==> config.mk <==
export PLATFORM = sky130hd
export DESIGN_NAME = stage_sequencer
export DESIGN_NICKNAME = d
export VERILOG_FILES = /design/src/rtl/stage_sequencer.sv
export SDC_FILE = /design/constraint.sdc
export NUM_CORES = 1
export LEC_CHECK = 0
export ABC_AREA = 0
export ABC_CLOCK_PERIOD_IN_PS = 2800
export CORE_AREA = 2 2 130 132
export CTS_BUF_LIST = sky130_fd_sc_hd__clkbuf_8 sky130_fd_sc_hd__clkbuf_16
export DETAILED_ROUTE_END_ITERATION = 8
export DIE_AREA = 0 0 132 134
export GPL_TIMING_DRIVEN = 0
export PLACE_DENSITY = 0.76
export RECOVER_POWER = 50
export SLEW_MARGIN = 30
export SYNTH_ARGS = -nofsm -noshare
export SYNTH_HDL_FRONTEND = slang
export SYNTH_SLANG_ARGS = --single-unit
==> constraint.sdc <==
create_clock -name ap_clk -period 2.8 [get_ports ap_clk]
set_input_delay 0.56 -clock ap_clk [delete_from_list [all_inputs] [get_ports ap_clk]]
set_output_delay 0.56 -clock ap_clk [all_outputs]
set_load 0.05 [all_outputs]
==> src/rtl/stage_sequencer.sv <==
// stage_sequencer
//   Runs a fixed chain of HLS child blocks one at a time, in ascending stage
//   order. Only stages enabled in the mask captured at start are run. Both the
//   function-level side and the child side use the ap_ctrl_hs handshake.
//   Cycle counters let simulation monitors cross-check the latency of each
//   stage and of the whole run.
//
// Ports
//   ap_clk, ap_rst_n : clock, synchronous active-low reset
//   ap_start         : run request, accepted only while idle
//   ap_done/ap_ready : one-cycle pulse when a run completes
//   ap_idle          : high while no run is in progress
//   stage_en         : per-stage enable mask, captured when ap_start is accepted
//   grp_start        : per-child ap_start, at most one bit high at a time
//   grp_ready        : per-child ap_ready
//   grp_done         : per-child ap_done
//   cur_stage        : active stage index, 0 when no stage is active
//   stage_cycles     : per-stage cycle counts, stage i at [i*CNT_W +: CNT_W]
//   total_cycles     : non-idle cycles of the last or current run
module stage_sequencer #(
  parameter int N_STAGES = 3,
  parameter int CNT_W    = 32
) (
  input  logic                      ap_clk,
  input  logic                      ap_rst_n,
  input  logic                      ap_start,
  output logic                      ap_done,
  output logic                      ap_idle,
  output logic                      ap_ready,
  input  logic [N_STAGES-1:0]       stage_en,
  output logic [N_STAGES-1:0]       grp_start,
  input  logic [N_STAGES-1:0]       grp_ready,
  input  logic [N_STAGES-1:0]       grp_done,
  output logic [7:0]                cur_stage,
  output logic [N_STAGES*CNT_W-1:0] stage_cycles,
  output logic [CNT_W-1:0]          total_cycles
);

  localparam int IDX_W = (N_STAGES > 1) ? $clog2(N_STAGES) : 1;
  localparam logic [CNT_W-1:0] CNT_ONE = CNT_W'(1);
  localparam logic [CNT_W-1:0] CNT_MAX = {CNT_W{1'b1}};

  typedef enum logic [1:0] {IDLE, ISSUE, WAIT, DONE} state_t;

  state_t              state;
  state_t              stateNext;
  logic [N_STAGES-1:0] mask;
  logic [IDX_W-1:0]    idx;
  logic [IDX_W-1:0]    idxNext;
  logic [IDX_W-1:0]    firstIdx;
  logic                firstValid;
  logic [IDX_W-1:0]    followIdx;
  logic                followValid;
  logic                stageDone;
  logic                stageActive;
  logic [CNT_W-1:0]    stageCnt [N_STAGES];
  logic [CNT_W-1:0]    totalCnt;

  // Lowest enabled stage of the incoming mask; the mask register is not yet
  // loaded in the cycle the start is accepted, so stage_en is searched directly.
  always_comb begin
    firstIdx   = '0;
    firstValid = 1'b0;
    for (int i = N_STAGES - 1; i >= 0; i--) begin
      if (stage_en[i]) begin
        firstIdx   = IDX_W'(i);
        firstValid = 1'b1;
      end
    end
  end

  // Next enabled stage strictly above the current one.
  always_comb begin
    followIdx   = '0;
    followValid = 1'b0;
    for (int i = N_STAGES - 1; i >= 0; i--) begin
      if (mask[i] && (i > int'(idx))) begin
        followIdx   = IDX_W'(i);
        followValid = 1'b1;
      end
    end
  end

  // Ready and done in the same ISSUE cycle count as completion, so a
  // one-cycle child skips WAIT entirely.
  assign stageActive = (state == ISSUE) || (state == WAIT);
  assign stageDone   = ((state == ISSUE) && grp_ready[idx] && grp_done[idx]) ||
                       ((state == WAIT) && grp_done[idx]);

  always_ff @(posedge ap_clk) begin
    if (!ap_rst_n) begin
      state <= IDLE;
    end else begin
      state <= stateNext;
    end
  end

  always_comb begin
    stateNext = state;
    idxNext   = idx;
    case (state)
      IDLE: begin
        if (ap_start) begin
          if (firstValid) begin
            stateNext = ISSUE;
            idxNext   = firstIdx;
          end else begin
            stateNext = DONE;
          end
        end
      end
      ISSUE, WAIT: begin
        if (stageDone) begin
          if (followValid) begin
            stateNext = ISSUE;
            idxNext   = followIdx;
          end else begin
            stateNext = DONE;
          end
        end else if ((state == ISSUE) && grp_ready[idx]) begin
          stateNext = WAIT;
        end
      end
      DONE: begin
        stateNext = IDLE;
      end
      default: begin
        stateNext = IDLE;
      end
    endcase
  end

  // All outputs decode from registered state and index only.
  always_comb begin
    ap_idle   = (state == IDLE);
    ap_done   = (state == DONE);
    ap_ready  = (state == DONE);
    cur_stage = stageActive ? 8'(idx) : 8'd0;
    grp_start = '0;
    for (int i = 0; i < N_STAGES; i++) begin
      grp_start[i] = (state == ISSUE) && (int'(idx) == i);
    end
  end

  // Stage index, captured mask and saturating cycle counters. Counters clear
  // on an accepted start and otherwise hold their value between runs.
  always_ff @(posedge ap_clk) begin
    if (!ap_rst_n) begin
      idx      <= '0;
      mask     <= '0;
      totalCnt <= '0;
      for (int i = 0; i < N_STAGES; i++) begin
        stageCnt[i] <= '0;
      end
    end else begin
      idx <= idxNext;
      if ((state == IDLE) && ap_start) begin
        mask     <= stage_en;
        totalCnt <= '0;
        for (int i = 0; i < N_STAGES; i++) begin
          stageCnt[i] <= '0;
        end
      end else begin
        if ((state != IDLE) && (totalCnt != CNT_MAX)) begin
          totalCnt <= totalCnt + CNT_ONE;
        end
        for (int i = 0; i < N_STAGES; i++) begin
          if (stageActive && (int'(idx) == i) && (stageCnt[i] != CNT_MAX)) begin
            stageCnt[i] <= stageCnt[i] + CNT_ONE;
          end
        end
      end
    end
  end

  for (genvar g = 0; g < N_STAGES; g++) begin : g_flat
    assign stage_cycles[g*CNT_W +: CNT_W] = stageCnt[g];
  end

  assign total_cycles = totalCnt;

endmodule
# After elaboration in Yosys (flattened, before gate mapping)
# Memories as Yosys holds them, arrays and structs flattened.
# Index checks and enable logic that the tools add are counted.
[op_classes] n_reduce_logical=26 muxes=48 addsub=4 eq_ne=14 magnitude_cmp=3 n_bitwise=7
[op_table] op="$mux W32" n=6
[op_table] op="$add A32 B1 Y32 const B" n=4
[op_table] op="$ne A32 B32 Y1 const B" n=4
[op_table] op="$mux W2" n=15
[op_table] op="$mux W1" n=23
[op_table] op="$logic_and A1 B1 Y1" n=16
[op_table] op="$eq A2 B2 Y1 const B" n=4
[op_table] op="$ne A2 B2 Y1 const B" n=3
[op_table] op="$or A1 B1 Y1" n=6
[op_table] op="$pmux W2 S3" n=1
[op_table] op="$reduce_and A5 Y1" n=1
[op_table] op="$bmux W1 S2" n=2
[op_table] op="$logic_not A2 Y1" n=2
[op_table] op="$pmux W2 S2" n=1
[op_table] op="$reduce_bool A2 Y1" n=2
[op_table] op="$reduce_or A2 Y1" n=2
[op_table] op="$lt A2 B3 Y1 const B" n=1
[op_table] op="$ne A3 B3 Y1 const B" n=1
[op_table] op="$eq A2 B1 Y1 const B" n=1
[op_table] op="$gt A1 B2 Y1 const A" n=1
[op_table] op="$gt A2 B2 Y1 const A" n=1
[op_table] op="$logic_or A1 B1 Y1" n=2
[op_table] op="$ne A2 B1 Y1 const B" n=1
[op_table] op="$reduce_and A2 Y1" n=1
[op_table] op="$not A1 Y1" n=1
[totals] mem_bits_rw=96 ff_bits=39 in_bits=12 word_cells=107 output_inout_bits=142 memories=1
[mem_list] memory="stageCnt" words=3 word_bits=32 read_ports=3 rd_clocked_by_memory_dff=0 write_ports=3 line_no="56" source="logic [CNT_W-1:0] stageCnt [N_STAGES];"

# Logic depth before layout (Yosys ltp)
# Gate-level depths: netlist (run 1).
[logic_depth] word_depth=9 ltp_mapped=10 ltp_nobuf=7

# Worst setup path before layout (run 1)
# No wires, ideal clock.
[synth_timing] path_kind="reg-to-reg" from="mem stageCnt[1][0] (netlist: stageCnt[0][32])" to="mem stageCnt[1][0] (netlist: stageCnt[0][32]), enable pin" path_slack_ns=-0.518 required_ns=2.320 arrival_time_ns=2.838 path_stages_with_launch=9 period_less_slack_ns=3.318 setup_ns=0.480 path_buffers=2 cell_sequence="edfxtp_1 -> ha_1 -> nand2_1 -> nor4_4 -> nand4_1 -> nand4_1 -> buf_2 -> buf_2 -> nand2_1"
[synth_lines] item="start: declaration" line_no="56"

==> results by group, run 1 <==
Global route
  – Grt total ovfl: 0
  – Number of global-route vias before repair: 6143
  – First-pass GRT wire length: 31400 µm
  – Initial antenna violation count: 0
  – Largest net degree at the start of global routing: 33
  – GRT Util Overall: 0.218

Run
  – Number of max-cap violations: 0

Finish
  – Multi-input gate area: 3660 µm²
  – Nets: 959
  – Share of layout cells above drive strength 1: 0.0864
  – Post-Layout Inst Area: 10000 µm²
  – Register area: 3640 µm²
  – Area grow syn2layout: 32.8%
  – Fillcell total: 1399
  – N_diodes: 0

Routing
  – Drt first pass iters: 5
  – Initial DRC Count: 461
  – Routed WL: 19600 µm
  – M1 WL: 8620 µm
  – Top routing layer in use: met4
  – Routed WL per cell: 16.7 µm
  – Vias: 6685
  – Vias/cell: 5.72
  – Post-DRT Antenna Nets: 0
  – Wire length on met2: 9270 µm
  – DRC violations left: 0
  – Met3 wire length: 1320 µm

Timing
  – Final Hold Viols: 0
  – Setup_tns: 0 ns
  – Final Slew Violations: 0
  – Slew Limit Headroom: 0.488
  – RSZ-0062 raised after global routing: no
  – Setup violators final: 0
  – Clock Skew: 0.0154 ns
  – FMAX: 0.383 GHz
  – Crit path time final: 2.61 ns
  – Worst-Margin Slew: 0.765 ns
  – Tcrit/Tclk final: 0.933

Clock network
  – H-tree Lvls: 4
  – Reg clk slew, reported paths: 0.06 ns
  – CTS root buf: clkbuf_16
  – TritonCTS buffer count: 17
  – Clk Latency, worst-skew pair: 0.42 ns
  – CTS tree: yes
  – Post-CTS Hold Buffers: 0
  – Clock Sinks: 134
  – CTS Buffer Depth: 2

Die
  – Die H: 134 µm
  – Initial core utilization: 0.462
  – Die area: 17700 µm²
  – IO Count: 154
  – Cell Rows: 47
  – Core area: 16300 µm²
  – Die width: 132 µm

Critical path
  – Critical path class: reg -> reg
  – Critical Path Sink Type: register
  – Launch point of the worst reg-to-reg path: stageCnt[0][0]$_SDFFCE_PN0P_
  – Flop-to-flop setup slack: 0.19 ns
  – Worst Path Max Fanout: 10
  – Register-to-Register Path Depth: 8
  – Req. time, crit path: 2.94 ns
  – Worst EP arrival: 2.75 ns
  – Reg2reg end: stageCnt[0][15]$_SDFFCE_PN0P_
  – CP Launch Type: register

Yosys
  – Distinct cells, synth: 56
  – Post-synth top area cell: edfxtp_1
  – Synth Cell Area: 7530 µm²
  – Sequential share of the synthesized area: 0.484
  – Count leader, synth: a21oi_1
  – Most frequent cells after synthesis: a21oi_1 (120), edfxtp_1 (96), xor2_1 (61), nand2_1 (55), nand4_1 (46)
  – Mapped Cells: 760
  – Synthesis-stage register bit count: 134
  – Post-synth EDFFs: 96
  – Top cells by area in the synthesized netlist: edfxtp_1 (38%), dfxtp_1 (10%), a21oi_1 (8.0%), xor2_1 (7.1%), xnor2_1 (3.8%)
  – Share of the synthesized area in the top cell type: 0.383
  – Main flop type after synthesis: edfxtp_1
  – Mapped Avg Cell Area: 9.91 µm²
  – Synth warn: 0
  – Synth async-reset ratio: 0

Place
  – Final Wtd Congestion: 0.847
  – DP HPWL: 13600 µm
  – Port Buf Inserts: 147
  – Placed inst area: 9310 µm²

Pwr
  – Leak pwr: 3.64 nW
  – Max rail drop VDD: 0.000543 V
  – PwrDens: 962 nW/µm²

Hold path
  – WHS Endpoint: mask[1]$_SDFFE_PN0P_
  – Hold Path Class: reg -> reg
  – Hold path cells: 2
  – Worst hold start: mask[1]$_SDFFE_PN0P_

Outcome
  – Outcome: completed
-- power breakdown --
group / total [mW] / switching, mW / internal, mW
clock network: 2.29 / 0.823 / 1.46
logic: 4.03 / 2.83 / 1.19
registers: 3.30 / 0.544 / 2.76
-- final cells by class --
type	instances	area share
multi-input cells	567	0.366
flip-flops and latches	134	0.364
repair buffers	154	0.151
clock buffers	17	0.0425
well taps	220	0.0275
plain buffers	47	0.0258
clock inverters	13	0.0168
inverters	17	0.00638
-- per-stage QoR --
stage,instances,hold slack [ns],utilization,setup slack (ns),total power [mW]
global placement,1132,0.455,0.572,-0.696,7.45
CTS,1164,0.475,0.611,-0.00239,9.80
detailed placement,1132,0.466,0.572,-0.711,7.49
finish,1169,0.477,0.614,0.187,9.61
floorplan,765,0.437,-,0.0441,6.12
global route,1169,0.503,0.614,0.0243,10.1
-- worst max-delay path: stages, from the launching register on --
cell      delay (ns)
edfxtp_1        0.40
ha_1            0.24
nand2_1         0.12
nor2_2          0.39
nand4_1         0.35
a22oi_4         0.36
buf_4           0.24
buf_6           0.16
a21oi_1         0.07
-- layout by cell type, fill, tap and decap left out, types with 17 or more instances in the layout --
| cell | synthesis | routed |
|---|---|---|
| a21oi_1 | 120 | 120 |
| and3_1 | 25 | 25 |
| clkbuf_1 | 21 | 21 |
| clkbuf_16 | 0 | 17 |
| dfxtp_1 | 38 | 38 |
| dlygate4sd3_1 | 0 | 131 |
| edfxtp_1 | 96 | 96 |
| inv_1 | 17 | 20 |
| nand2_1 | 55 | 52 |
| nand3_1 | 43 | 43 |
| nand4_1 | 46 | 46 |
| nor2_1 | 23 | 22 |
| xnor2_1 | 33 | 33 |
| xor2_1 | 61 | 61 |
-- sequential cells by signal, indices dropped and copies added, names as in the netlist --
| register | count |
|---|---|
| idx | 2 |
| mask | 2 |
| stageCnt | 96 |
| state | 2 |
| total_cycles | 32 |
-- kinds of logic (layout without fill, tap and decap cells) --
family / after synthesis / after routing / share of synthesized area
AND/OR/NAND/NOR: 278 / 278 / 0.209
AO/OA/AOI/OAI: 176 / 176 / 0.135
flip-flops: 134 / 134 / 0.484
XOR/XNOR: 94 / 94 / 0.109
buffers and inverters: 64 / 248 / 0.0422
adder cells (fa/ha/maj): 9 / 9 / 0.0150
multiplexers: 4 / 4 / 0.00532
other: 1 / 6 / 0.000498
-- metal layers --
layer | GRT usage | vias to the layer above
li1 | - | 3223
met1 | 0.290 | 3216
met2 | 0.345 | 218
met3 | 0.0578 | 28
met4 | 0.0779 | 0
met5 | 0 | -
-- how the worst max path moves through the flow --
stage	startpoint	to	slack, ns	depth (start not counted)
floorplan	stageCnt[0][34]$_SDFFCE_PN0P_	stageCnt[0][32]$_SDFFCE_PN0P_	0.04	7
global placement	ap_rst_n	stageCnt[0][44]$_SDFFCE_PN0P_	-0.70	6
detailed placement	ap_rst_n	stageCnt[0][43]$_SDFFCE_PN0P_	-0.71	6
CTS	state[0]$_SDFFE_PN0P_	stageCnt[0][35]$_SDFFCE_PN0P_	-0.002	8
global route	stageCnt[0][32]$_SDFFCE_PN0P_	stageCnt[0][87]$_SDFFCE_PN0P_	0.02	8
finish	stageCnt[0][0]$_SDFFCE_PN0P_	stageCnt[0][15]$_SDFFCE_PN0P_	0.19	8
-- timing repair --
action / 4_1_cts / 5_1_grt
gates resized for setup: 10 / 9
hold endpoints to repair: 0 / 0
setup buffers: 2 / 5
endpoints found under the setup margin: 177 / 145
pin swaps: 3 / 2
(Power assumes the default switching activity.)
==> inputs of run 2 (changes only) <==
--- a/config.mk
+++ b/config.mk
@@ -6,13 +6,13 @@
 export NUM_CORES = 1
 export LEC_CHECK = 0
 export ABC_AREA = 0
-export ABC_CLOCK_PERIOD_IN_PS = 2800
-export CORE_AREA = 2 2 130 132
+export ABC_CLOCK_PERIOD_IN_PS = 2450
+export CORE_AREA = 2 2 124 126
 export CTS_BUF_LIST = sky130_fd_sc_hd__clkbuf_8 sky130_fd_sc_hd__clkbuf_16
 export DETAILED_ROUTE_END_ITERATION = 8
-export DIE_AREA = 0 0 132 134
+export DIE_AREA = 0 0 126 128
 export GPL_TIMING_DRIVEN = 0
-export PLACE_DENSITY = 0.76
+export PLACE_DENSITY = 0.79
 export RECOVER_POWER = 50
 export SLEW_MARGIN = 30
 export SYNTH_ARGS = -nofsm -noshare
==> constraint.sdc (replaced) <==
create_clock -name ap_clk -period 2.45 [get_ports ap_clk]
set_input_delay 0.49 -clock ap_clk [delete_from_list [all_inputs] [get_ports ap_clk]]
set_output_delay 0.49 -clock ap_clk [all_outputs]
set_load 0.05 [all_outputs]
==> run 2 against run 1 <==
Compared with the run above:
- the flow now finishes with violations (setup timing)
- clock skew decreased by 0.0069 ns
- clock power up 27%
- first-iteration DRC count is 20% higher
- fmax increased by 5.8%
- critical path type unchanged
- largest cell class unchanged
- highest routed layer unchanged
==> results by group, run 2 (synthesized netlist as in run 1, its figures left out) <==
Place
  – Placed inst area: 9380 µm² (+0.69%)
  – Placed cell count: 1100 (-2.8%)
  – Final Wtd Congestion: 0.843 (-0.47%)
  – Port Buf Inserts: 147 (unchanged)
  – Setup WS pre-CTS: -0.589 ns (+0.122 ns)
  – DP HPWL: 13500 µm (-0.88%)

Critical path
  – Register-to-Register Path Depth: 7 (-1)
  – Launch point of the worst reg-to-reg path: stageCnt[0][91]$_SDFFCE_PN0P_
  – Req. time, crit path: 2.62 ns (-0.32 ns)
  – Critical path buffer and inverter count: 2 (unchanged)
  – Critical Path Stages: 7 (-1)
  – CP Launch Type: register
  – Worst Path Max Fanout: 7 (-3)
  – Flop-to-flop setup slack: -0.02 ns (-0.21 ns)
  – CP max stage cell: or4_4
  – Critical Path Sink Type: register
  – Worst EP arrival: 2.64 ns (-0.11 ns)
  – Critical path class: reg -> reg
  – CP cell instances: nand4_1, or2_2, or4_4, a22oi_4, buf_4, clkbuf_16, a22oi_1
  – CP top delay family: simple AND/OR/NAND/NOR gates
  – Critical path's largest stage delay: 0.55 ns (+0.15 ns)
  – Reg2reg end: stageCnt[0][31]$_SDFFCE_PN0P_

Global route
  – Grt total ovfl: 0 (unchanged)
  – Number of global-route vias before repair: 6329 (+3.0%)
  – Initial antenna violation count: 0 (unchanged)
  – Largest net degree at the start of global routing: 33 (unchanged)
  – First-pass GRT wire length: 32000 µm (+1.9%)
  – GRT Util Overall: 0.244 (+0.0261)

Routing
  – Met3 wire length: 1230 µm (-7.0%)
  – Top routing layer in use: met4
  – DRC violations left: 0 (unchanged)
  – Wire length on met2: 10100 µm (+9.4%)
  – Routed WL per cell: 17.8 µm (+6.7%)
  – Drt first pass iters: 5 (unchanged)
  – Initial DRC Count: 555 (+20%)
  – Vias: 6849 (+2.5%)
  – M1 WL: 8810 µm (+2.1%)
  – Vias/cell: 5.93 (+3.7%)
  – Routed WL: 20600 µm (+5.4%)
  – Post-DRT Antenna Nets: 0 (unchanged)

Pwr
  – Clk pwr share: 0.245 (+0.007)
  – Switch share: 0.428 (-0.00854)
  – Max rail drop VDD: 0.000667 V (+23%)
  – Net Switching: 5.09 mW (+21%)
  – Logic pwr share: 0.436 (+0.017)
  – Leak pwr: 3.77 nW (+3.7%)
  – Register share of total power: 0.319 (-0.025)
  – Pwr Total: 11.9 mW (+24%)
  – Int Power: 6.79 mW (+25%)
  – PwrDens: 1130 nW/µm² (+18%)

Finish
  – Commonest non-fill, non-tap cell in the layout: dlygate4sd3_1
  – Most frequent cells in the layout: dlygate4sd3_1 (100), edfxtp_1 (96), a21oi_1 (92)
  – Max reg flops: 96 (unchanged)
  – Fillcell total: 1077 (-23%)
  – N_diodes: 0 (unchanged)
  – Share of layout cells above drive strength 1: 0.157 (+0.0708)
  – Nets: 975 (+1.7%)
  – Post-Layout Inst Area: 10500 µm² (+5.0%)
  – Area grow syn2layout: 39.4%
  – Fin cells: 1155 (-1.2%)
  – Most flops, register: stageCnt

Hold path
  – Hold path cells: 2 (unchanged)
  – WHS Endpoint: mask[1]$_SDFFE_PN0P_
  – Worst hold start: mask[1]$_SDFFE_PN0P_
  – Hold Path Class: reg -> reg

Clock network
  – CTS Buffer Depth: 2 (unchanged)
  – Reg clk slew, reported paths: 0.06 ns (about the same)
  – TritonCTS buffer count: 17 (unchanged)
  – CTS root buf: clkbuf_16
  – Clock Sinks: 134 (unchanged)
  – H-tree Lvls: 4 (unchanged)
  – Post-CTS Hold Buffers: 0 (unchanged)
  – Clk Latency, worst-skew pair: 0.43 ns (about the same)
  – CTS tree: yes

Timing
  – Setup violators final: 10 (+10)
  – Slew Limit Headroom: 0.524 (+0.0355)
  – Tcrit/Tclk final: 1.01 (+0.0749)
  – Final Slew Violations: 0 (unchanged)
  – FMAX: 0.405 GHz (+5.8%)
  – Final Hold Viols: 0 (unchanged)
  – RSZ-0062 raised after global routing: yes
  – Worst setup margin: -0.0196 ns (-0.207 ns)
  – Clock Skew: 0.00848 ns (-0.00693 ns)
  – Crit path time final: 2.47 ns (-0.143 ns)
  – Worst-Margin Slew: 0.712 ns (-0.0531 ns)
  – Worst hold slack: 0.473 ns (-0.00383 ns)

Die
  – Initial core utilization: 0.507 (+0.0443)
  – Die width: 126 µm (-4.5%)
  – Cell Rows: 45 (-4.3%)
  – Core area: 14900 µm² (-8.7%)
  – Die area: 16100 µm² (-8.8%)
  – Die H: 128 µm (-4.5%)
  – IO Count: 154 (unchanged)

Outcome
  – Outcome: finished, violations left
  – Failing checks: setup timing

Run
  – Number of max-cap violations: 0 (unchanged)
## run 2: changes by cell type in the layout (fill, tap and decap cells not counted), moves of 5 or more
cell	before	now
dlygate4sd3_1	131	100
clkdlybuf4s50_1	11	41
buf_2	11	6
buf_8	0	6
a21oi_2	0	28
clkbuf_4	1	6
a21oi_1	120	92
clkbuf_1	21	11
buf_4	15	32
## run 2: worst max-delay path by stage
stage                                   from                            end  slack [ns]
2_1_floorplan  stageCnt[0][66]$_SDFFCE_PN0P_  stageCnt[0][32]$_SDFFCE_PN0P_       -0.08
3_3_place_gp                        ap_rst_n  stageCnt[0][40]$_SDFFCE_PN0P_       -0.59
3_5_place_dp                        ap_rst_n  stageCnt[0][44]$_SDFFCE_PN0P_       -0.59
4_1_cts                  idx[1]$_SDFFE_PN0P_                   grp_start[2]       -0.01
5_1_grt        stageCnt[0][69]$_SDFFCE_PN0P_  stageCnt[0][73]$_SDFFCE_PN0P_       -0.13
6_report       stageCnt[0][91]$_SDFFCE_PN0P_  stageCnt[0][31]$_SDFFCE_PN0P_       -0.02
## run 2: final cells by class
type	count	area, µm²	share of cell area
multi-input combinational	567	3830	0.365
buffer	42	323	0.0308
clock buffer	17	425	0.0405
clock inverter	15	235	0.0224
timing repair buffer	175	1740	0.165
inverter	17	63.8	0.00608
tap	188	235	0.0224
sequential	134	3640	0.347
## run 2: repair_timing
| action | CTS | global route |
|---|---|---|
| gates cloned | 0 | 4 |
| setup buffers | 10 | 14 |
| endpoints found under the setup margin | 201 | 219 |
| gates resized for setup | 19 | 66 |
| pin swaps | 4 | 27 |
## run 2: metrics by stage
step	utilization	setup TNS, ns
2_1_floorplan	-	-6.18
3_3_place_gp	0.631	-79.30
3_5_place_dp	0.631	-86.75
4_1_cts	0.681	-0.0145
5_1_grt	0.706	-9.94
6_report	0.706	-0.0694
## run 2: tightest hold or removal path, cell delays in order (launching register included)
cell and delay, ns:
dfxtp_1 0.31, nand2_1 0.06, a21oi_1 0.06
## run 2: per-layer routing
metal	vias up	track usage
li1	3250	-
met1	3314	0.327
met2	253	0.400
met3	32	0.0476
met4	0	0.0834
met5	-	0
## run 2: power groups by stage
stage,Combinational (mW),Clock (mW),Sequential [mW]
final,5.18,2.91,3.79
after global routing,5.46,3.01,3.87
after CTS,4.88,2.90,3.78
after detailed placement,4.80,0,3.82
after global placement,4.75,0,3.80
after floorplan,1.80,0,5.27
==> inputs of run 3 (changes only) <==
--- a/config.mk
+++ b/config.mk
@@ -9,11 +9,13 @@
 export ABC_CLOCK_PERIOD_IN_PS = 2450
 export CORE_AREA = 2 2 124 126
 export CTS_BUF_LIST = sky130_fd_sc_hd__clkbuf_8 sky130_fd_sc_hd__clkbuf_16
+export CTS_CLUSTER_DIAMETER = 60
 export DETAILED_ROUTE_END_ITERATION = 8
 export DIE_AREA = 0 0 126 128
 export GPL_TIMING_DRIVEN = 0
 export PLACE_DENSITY = 0.79
 export RECOVER_POWER = 50
+export SKIP_CTS_REPAIR_TIMING = 1
 export SLEW_MARGIN = 30
 export SYNTH_ARGS = -nofsm -noshare
 export SYNTH_HDL_FRONTEND = slang
==> run 3 against run 2 <==
Compared with the run above:
- the flow still finishes with violations (setup timing)
- first-iteration DRC count is 1.4% lower
- die area is the same
- combinational power increased by 9.3%
- critical path depth up 2
- clock power about the same
- critical endpoint is now stageCnt[0][47]$_SDFFCE_PN0P_
- largest power group unchanged
==> results by group, run 3 (synthesized netlist as in run 1, its figures left out) <==
Place
  – DP HPWL: 13500 µm (unchanged)
  – Port Buf Inserts: 147 (unchanged)
  – Setup WS pre-CTS: -0.589 ns (unchanged)
  – Final Wtd Congestion: 0.843 (unchanged)

Timing
  – Worst hold slack: 0.478 ns (+0.00457 ns)
  – Clock Skew: 0.00527 ns (-0.00321 ns)
  – Setup violators final: 72 (+62)
  – Slew Limit Headroom: 0.511 (-0.0130)
  – Worst setup margin: -0.0849 ns (-0.0653 ns)
  – Crit path time final: 2.53 ns (+0.0653 ns)
  – Tcrit/Tclk final: 1.03 (+0.0267)
  – Final Slew Violations: 0 (unchanged)
  – Worst-Margin Slew: 0.731 ns (+0.0194 ns)
  – Setup_tns: -3.27 ns (-3.20 ns)
  – RSZ-0062 raised after global routing: yes
  – Final Hold Viols: 0 (unchanged)
  – FMAX: 0.394 GHz (-2.6%)

Global route
  – GRT Util Overall: 0.241 (-0.00341)
  – Largest net degree at the start of global routing: 33 (unchanged)
  – Number of global-route vias before repair: 6288 (-0.65%)
  – Grt total ovfl: 0 (unchanged)
  – Initial antenna violation count: 0 (unchanged)
  – First-pass GRT wire length: 31600 µm (-1.2%)

Outcome
  – Failing checks: setup timing
  – Outcome: finished, violations left

Routing
  – Routed WL per cell: 18.3 µm (+2.8%)
  – Vias: 7071 (+3.2%)
  – Initial DRC Count: 547 (-1.4%)
  – Routed WL: 21600 µm (+5.0%)
  – DRC violations left: 0 (unchanged)
  – Vias/cell: 6.00 (+1.1%)
  – Drt first pass iters: 5 (unchanged)
  – Post-DRT Antenna Nets: 0 (unchanged)

Run
  – Number of max-cap violations: 0 (unchanged)

Die
  – IO Count: 154 (unchanged)
  – Die width: 126 µm (unchanged)
  – Die area: 16100 µm² (unchanged)
  – Cell Rows: 45 (unchanged)
  – Initial core utilization: 0.507 (unchanged)
  – Core area: 14900 µm² (unchanged)
  – Die H: 128 µm (unchanged)

Clock network
  – CTS root buf: clkbuf_16
  – Clk Latency, worst-skew pair: 0.43 ns (about the same)
  – H-tree Lvls: 4 (unchanged)
  – Reg clk slew, reported paths: 0.06 ns (about the same)
  – Clock Sinks: 134 (unchanged)
  – CTS tree: yes
  – CTS Buffer Depth: 2 (unchanged)
  – TritonCTS buffer count: 17 (unchanged)

Critical path
  – Critical path class: reg -> reg
  – Most used cell, CP: buf_6
  – Critical Path Sink Type: register
  – Critical path buffer and inverter count: 4 (+2)
  – CP Launch Type: register
  – CP cell instances: and4_1, buf_6, nand4_1, or4_4, a22oi_4, buf_6, buf_12, clkbuf_16, a21oi_1
  – Worst Path Max Fanout: 5 (-2)
  – Worst EP arrival: 2.71 ns (+0.07 ns)
  – CP top delay family: simple AND/OR/NAND/NOR gates
  – CP max stage cell: or4_4
  – Req. time, crit path: 2.63 ns (about the same)
  – Critical path's largest stage delay: 0.59 ns (+0.04 ns)

Finish
  – Area grow syn2layout: 44.0%
  – Most flops, register: stageCnt
  – Share of layout cells above drive strength 1: 0.180 (+0.0224)
  – Nets: 999 (+2.5%)
  – N_diodes: 0 (unchanged)
  – Most frequent cells in the layout: dlygate4sd3_1 (118), edfxtp_1 (96), a21oi_1 (88)
  – Post-layout util: 0.730 (+0.0234)
  – Max reg flops: 96 (unchanged)
  – Commonest non-fill, non-tap cell in the layout: dlygate4sd3_1

Hold path
  – Hold Path Class: reg -> reg

Pwr
  – Max rail drop VDD: 0.000666 V (about the same)
  – Pwr Total: 12.4 mW (+4.0%)
  – PwrDens: 1140 nW/µm² (+0.66%)
  – Leak pwr: 4.03 nW (+6.7%)
==> run 3: final cells by class <==
cell class,count,area (µm²)
Clock inverter,15,235
Fill cell,1023,4020
Timing Repair Buffer,195,1990
Buffer,45,364
Multi-Input combinational cell,568,3880
Inverter,17,63.8
Tap cell,188,235
Clock buffer,17,425
Sequential cell,134,3640
==> run 3: where the power goes <==
group | switching (mW) | internal [mW]
Combinational | 3.61 | 2.06
Sequential | 0.623 | 3.15
Clock | 1.02 | 1.90
==> run 3: worst register-to-register path, delay by kind of cell, from the launching register on <==
family / cells / cell delay (ns)
AOI/OAI and AO/OA: 2 / 0.28
and+or+nand+nor: 3 / 0.99
DFF: 1 / 0.44
buffers and inverters: 4 / 0.58
==> run 3: layer usage <==
metal / part of all wire / up-vias / track usage
li1: - / 3301 / -
met2: 0.49 / 321 / 0.391
met4: 0.024 / 0 / 0.0918
met3: 0.073 / 35 / 0.0438
met5: 0 / - / 0
met1: 0.42 / 3414 / 0.324
==> run 3: final timing paths <==
path / from / end / slack (ns) / cells past startpoint
setup / recovery: stageCnt[0][66]$_SDFFCE_PN0P_ / stageCnt[0][47]$_SDFFCE_PN0P_ / -0.08 / 9
hold / removal: mask[1]$_SDFFE_PN0P_ / mask[1]$_SDFFE_PN0P_ / 0.48 / 2
setup reg to reg: stageCnt[0][66]$_SDFFCE_PN0P_ / stageCnt[0][47]$_SDFFCE_PN0P_ / -0.08 / 9
hold reg to reg: mask[1]$_SDFFE_PN0P_ / mask[1]$_SDFFE_PN0P_ / 0.48 / 2
==> run 3: metrics by stage <==
step | cell area (µm²) | cells
after floorplan | 7670 | 765
after global placement | 9380 | 1100
after detailed placement | 9380 | 1100
after CTS | 10000 | 1132
after global routing | 10800 | 1179
final | 10800 | 1179
